### src/rtl/comparador_serial_izqader.sv
// -----------------------------------------------------------------------------
// comparador_serial_izqader
//
// Serial MSB-first magnitude comparator. On an accepted start the operands are
// latched into shift registers and resolved DIGIT bits per clock, most
// significant digit first. The verdict uses the f/g flag pair of the iterative
// comparator cells: f=1 -> A>B, g=1 -> A<B, f=g=0 -> A==B.
//
// Parameters:
//   WIDTH  operand width in bits (multiple of DIGIT, >= DIGIT)
//   DIGIT  bits resolved per clock
//
// Ports:
//   clk    in   clock, rising edge
//   rst_n  in   asynchronous active-low reset
//   start  in   start request, only honoured while idle
//   A, B   in   unsigned operands, sampled on the accepted start edge
//   busy   out  high while a comparison is in progress
//   done   out  one-cycle pulse, f/g are final
//   f      out  A>B flag
//   g      out  A<B flag
//
// Build option:
//   COMP_EARLY_EXIT_EN  when defined, the comparison terminates on the edge
//                       where the first differing digit is found.
// -----------------------------------------------------------------------------
module comparador_serial_izqader #(
    parameter int WIDTH = 8,
    parameter int DIGIT = 2
) (
    input  logic             clk,
    input  logic             rst_n,
    input  logic             start,
    input  logic [WIDTH-1:0] A,
    input  logic [WIDTH-1:0] B,
    output logic             busy,
    output logic             done,
    output logic             f,
    output logic             g
);

    localparam int N  = WIDTH / DIGIT;
    localparam int CW = $clog2(N + 1);

    generate
        if ((WIDTH % DIGIT) != 0 || WIDTH < DIGIT) begin : g_param_err
            $error("comparador_serial_izqader: WIDTH must be a multiple of DIGIT and >= DIGIT");
        end
    endgenerate

    typedef enum logic {
        IDLE    = 1'b0,
        COMPARE = 1'b1
    } state_t;

    state_t           state_q, state_d;
    logic [WIDTH-1:0] sa_q, sa_d;
    logic [WIDTH-1:0] sb_q, sb_d;
    logic [CW-1:0]    cnt_q, cnt_d;
    logic             f_q, f_d;
    logic             g_q, g_d;
    logic             busy_q, busy_d;
    logic             done_q, done_d;

    logic [DIGIT-1:0] da, db;
    logic             undecided;
    logic             finish;

    assign da        = sa_q[WIDTH-1 -: DIGIT];
    assign db        = sb_q[WIDTH-1 -: DIGIT];
    assign undecided = !f_q && !g_q;

`ifdef COMP_EARLY_EXIT_EN
    // Stop on the last digit, or as soon as an undecided comparison sees a difference.
    assign finish = (cnt_q == CW'(N - 1)) || (undecided && (da != db));
`else
    assign finish = (cnt_q == CW'(N - 1));
`endif

    always_ff @(posedge clk or negedge rst_n) begin
        if (!rst_n) begin
            state_q <= IDLE;
            sa_q    <= '0;
            sb_q    <= '0;
            cnt_q   <= '0;
            f_q     <= 1'b0;
            g_q     <= 1'b0;
            busy_q  <= 1'b0;
            done_q  <= 1'b0;
        end else begin
            state_q <= state_d;
            sa_q    <= sa_d;
            sb_q    <= sb_d;
            cnt_q   <= cnt_d;
            f_q     <= f_d;
            g_q     <= g_d;
            busy_q  <= busy_d;
            done_q  <= done_d;
        end
    end

    always_comb begin
        state_d = state_q;
        sa_d    = sa_q;
        sb_d    = sb_q;
        cnt_d   = cnt_q;
        f_d     = f_q;
        g_d     = g_q;
        busy_d  = busy_q;
        done_d  = 1'b0;

        case (state_q)
            IDLE: begin
                if (start) begin
                    sa_d    = A;
                    sb_d    = B;
                    cnt_d   = '0;
                    f_d     = 1'b0;
                    g_d     = 1'b0;
                    busy_d  = 1'b1;
                    state_d = COMPARE;
                end
            end
            COMPARE: begin
                // The first differing digit decides; later digits cannot override it.
                if (undecided) begin
                    f_d = (da > db);
                    g_d = (da < db);
                end
                sa_d  = sa_q << DIGIT;
                sb_d  = sb_q << DIGIT;
                cnt_d = cnt_q + CW'(1);
                if (finish) begin
                    busy_d  = 1'b0;
                    done_d  = 1'b1;
                    state_d = IDLE;
                end
            end
            default: state_d = IDLE;
        endcase
    end

    assign busy = busy_q;
    assign done = done_q;
    assign f    = f_q;
    assign g    = g_q;

endmodule

### config.mk
export PLATFORM = sky130hd
export DESIGN_NAME = comparador_serial_izqader
export DESIGN_NICKNAME = d
export VERILOG_FILES = /design/src/rtl/comparador_serial_izqader.sv
export SDC_FILE = /design/constraint.sdc
export NUM_CORES = 1
export LEC_CHECK = 0
export CAP_MARGIN = 20
export CORE_MARGIN = 10
export CORE_UTILIZATION = 52
export CTS_BUF_LIST = sky130_fd_sc_hd__clkbuf_4 sky130_fd_sc_hd__clkbuf_8
export DETAILED_ROUTE_END_ITERATION = 10
export GPL_TIMING_DRIVEN = 1
export PLACE_DENSITY = 0.92
export SLEW_MARGIN = 20
export SYNTH_ARGS = -nofsm -noshare
export SYNTH_HDL_FRONTEND = slang
export SYNTH_SLANG_ARGS = --single-unit
export TNS_END_PERCENT = 5
### constraint.sdc
create_clock -name clk -period 1.5 [get_ports clk]
set_input_delay 0.3 -clock clk [delete_from_list [all_inputs] [get_ports clk]]
set_output_delay 0.3 -clock clk [all_outputs]
set_load 0.01 [all_outputs]
==> results by group <==
Route
  • Post-Route WL: 2.27 mm
  • Drt drc: 0
  • Via total after detailed routing: 803
  • DRT antenna net count: 0
  • Detailed Route Iter0 Violations: 21
  • Drt first pass iters: 4
  • Avg Vias per Cell: 5.21
  • DR WL/cell: 14.7 um

Timing
  • RSZ-0062 raised after global routing: false
  • Final setup fails: 0
  • Max Slew Vio Count: 0
  • Setup Skew: 0.00633 ns
  • Minimum clock period: 1.32 ns
  • Slew margin rel.: 0.799
  • Worst slew pin tran: 0.301 ns
  • FMAX: around 760 MHz
  • Final WS setup: 0.180 ns
  • Setup tns final: 0 ns
  • Fin. Hold Viols: 0
  • Period utilization: 0.880

Setup path
  • Setup crit end kind: primary output
  • Delay of the slowest cell on the worst path: 0.42 ns
  • CP arrival: 1.02 ns
  • Critical Path RT: roughly 1.2 ns
  • Crit path cell chain: dlygate4sd2_1
  • Crit-path leading delay family: flip-flops
  • Buf+Inv Stages, Crit Path: 1
  • Slowest cell on the critical path: dfrtp_1
  • Worst setup SP type: flip-flop
  • Maximum fanout along the worst path: 3
  • Setup Crit Path Kind: flip-flop to primary output

Synth
  • Mean Syn Cell Area: 11.0 um^2
  • Top cell type by total area after synthesis: dfrtp_1
  • Synth warn: 0
  • FF+latch count, synth: 24
  • Synthesized area: 0.00112 mm^2
  • Mapped Cells: 102
  • Synth top area cells: dfrtp_1, mux2i_1, o21ai_0
  • Synth top area share: 0.537
  • Synth unique cells: 21
  • Post-synthesis net count: 125
  • Sequential share of the synthesized area: 0.537

Place
  • Port bufs: 22
  • Routability cong.: 0.748
  • Post-Place Setup Slack: roughly 0.016 ns
  • Dpl hpwl: 1.70 mm
  • Placed cell areas: between 0.001 and 0.0015 mm^2

CTS
  • Cts bufs inserted: 3
  • CTS tree: yes
  • H-tree depth: 1
  • Clk Latency, worst-skew pair: 0.31 ns
  • Worst-case clock buffer depth: 2
  • Clock Sinks: 24
  • Reg clk slew, reported paths: 0.13 ns
  • CTS root buf: clkbuf_4
  • Post-CTS Hold Fix Bufs: 0

Pwr
  • P_int: ~0.0015 W
  • P_sw: 0.000833 W
  • Peak supply drop: 899 uV
  • Leakage: 0.663 nW
  • Logic gate share of total power: 0.404
  • PD cells: approximately 1600 mW/mm^2
  • Clock network fraction of total power: 0.147
  • Seq pwr share: 0.449
  • Sw Ratio: 0.363

Finish
  • Fillers: 171
  • Layout Utilization: 0.704
  • Syn-to-layout area delta: 26.1%
  • Post-layout nets: 151
  • N_diodes: 0
  • Layout cells sized above 1: 0.0866
  • Final Cell Area: ~0.0014 mm^2

Floorplan
  • Row count: 16
  • Initial core utilization: 0.559
  • Die X: ~66 um
  • Die footprint: 0.00441 mm^2
  • Core area: 0.00200 mm^2
  • Die height: 66.4 um
  • Io pins: 23

GRT
  • Overall Global Routing Usage: 0.109
  • Congestion Overflow GR: 0
  • First-pass GRT wire length: 3.82 mm
  • Initial antenna violation count: 0
  • Largest net degree at the start of global routing: 25
  • Vias in the first global route: 855

Worst hold path
  • Worst min path class: input pin to asynchronous set/reset pin

Run status
  • Status: complete, no violations

Flow run
  • Max Cap Viol: 0
## power by group through the flow
stage	logic, W	clock network [W]	registers [W]
2_1_floorplan	0.000625	0	0.00103
6_report	0.000929	0.000337	0.00103
4_1_cts	0.000939	0.000345	0.00103
5_1_grt	0.00103	0.000370	0.00107
3_3_place_gp	0.000856	0	0.00104
3_5_place_dp	0.000939	0	0.00106
## cell families (layout without fill, tap and decap cells)
kind of cell / Yosys count / in the layout / share of synthesized area
AND/OR/NAND/NOR: 24 / 24 / 0.0884
buffers and inverters: 13 / 38 / 0.0649
flip-flops: 24 / 24 / 0.537
AO/OA/AOI/OAI: 21 / 21 / 0.122
multiplexers: 16 / 16 / 0.143
adder cells (fa/ha/maj): 4 / 4 / 0.0447
## state kept, by name, summed over array words and instances, names as in the netlist
name and cells:
sa_q 8, sb_q 8, cnt_q 3, busy 1, done 1, f 1, g 1, state_q 1
## what timing repair did
item                                    4_1_cts  5_1_grt
endpoints found under the setup margin        4        0
resized for setup                             4        0
buffers inserted                              1        0
## through the flow
step | cells | hold slack [ns] | total power [W]
2_1_floorplan | 102 | 0.00441 | 0.00165
3_3_place_gp | 149 | 0.462 | 0.00189
3_5_place_dp | 149 | 0.470 | 0.00200
4_1_cts | 154 | 0.330 | 0.00232
5_1_grt | 154 | 0.331 | 0.00247
6_report | 154 | 0.324 | 0.00230
## synthesized netlist by cell type
| master | count |
|---|---|
| dfrtp_1 | 24 |
| mux2i_1 | 16 |
| nand2_1 | 13 |
| o21ai_0 | 11 |
| nor2_1 | 7 |
| inv_1 | 6 |
| o21ai_1 | 5 |
| ha_1 | 4 |
| and2_1 | 2 |
| buf_2 | 2 |
| buf_6 | 2 |
| a2111oi_4 | 1 |
| a21oi_1 | 1 |
| a22o_1 | 1 |
| buf_4 | 1 |
| clkbuf_1 | 1 |
| inv_4 | 1 |
| nand2b_1 | 1 |
| nand3_1 | 1 |
| o22ai_1 | 1 |
| o41ai_1 | 1 |
## final timing paths
check	startpoint	to	slack (ns)	cells past startpoint
worst max-delay path	busy$_DFFE_PN0P_	busy	0.18	1
worst min-delay path	rst_n	cnt_q[1]$_DFFE_PN0P_	0.32	2
worst max register to register	sa_q[7]$_DFFE_PN0P_	f$_DFFE_PN0P_	0.20	3
worst min register to register	cnt_q[2]$_DFFE_PN0P_	cnt_q[2]$_DFFE_PN0P_	0.49	2
max in group asynchronous	rst_n	sa_q[5]$_DFFE_PN0P_	0.94	2
min in group clk	cnt_q[2]$_DFFE_PN0P_	cnt_q[2]$_DFFE_PN0P_	0.49	2
## placed cells by master (no fill, tap or decap)
cell and count:
dfrtp_1 24, clkdlybuf4s50_1 18, mux2i_1 16, nand2_1 13, o21ai_0 11, nor2_1 7
inv_1 6, o21ai_1 5, ha_1 4, dlygate4sd2_1 4, buf_4 4, clkbuf_4 3
and2_1 2, a22o_1 1, inv_4 1, nand3_1 1, a21oi_1 1, o41ai_1 1
a2111oi_4 1, nand2b_1 1, o22ai_1 1, clkbuf_8 1, buf_12 1
## cell type report
type	instances	area [um^2]	area share
Clock buffer	4	36.3	0.0257
Multi-Input combinational cell	65	445	0.316
Timing Repair Buffer	27	265	0.188
Sequential cell	24	601	0.426
Tap cell	27	33.8	0.0240
Inverter	7	28.8	0.0204
## layer usage
layer	GRT usage	up-vias	routed length, um
met5	0	-	0
met1	0.119	380	939
met2	0.200	24	1220
li1	-	395	-
met3	0.0237	4	94
met4	0.0393	0	16
Note: power is estimated with default switching activity, not from simulation.
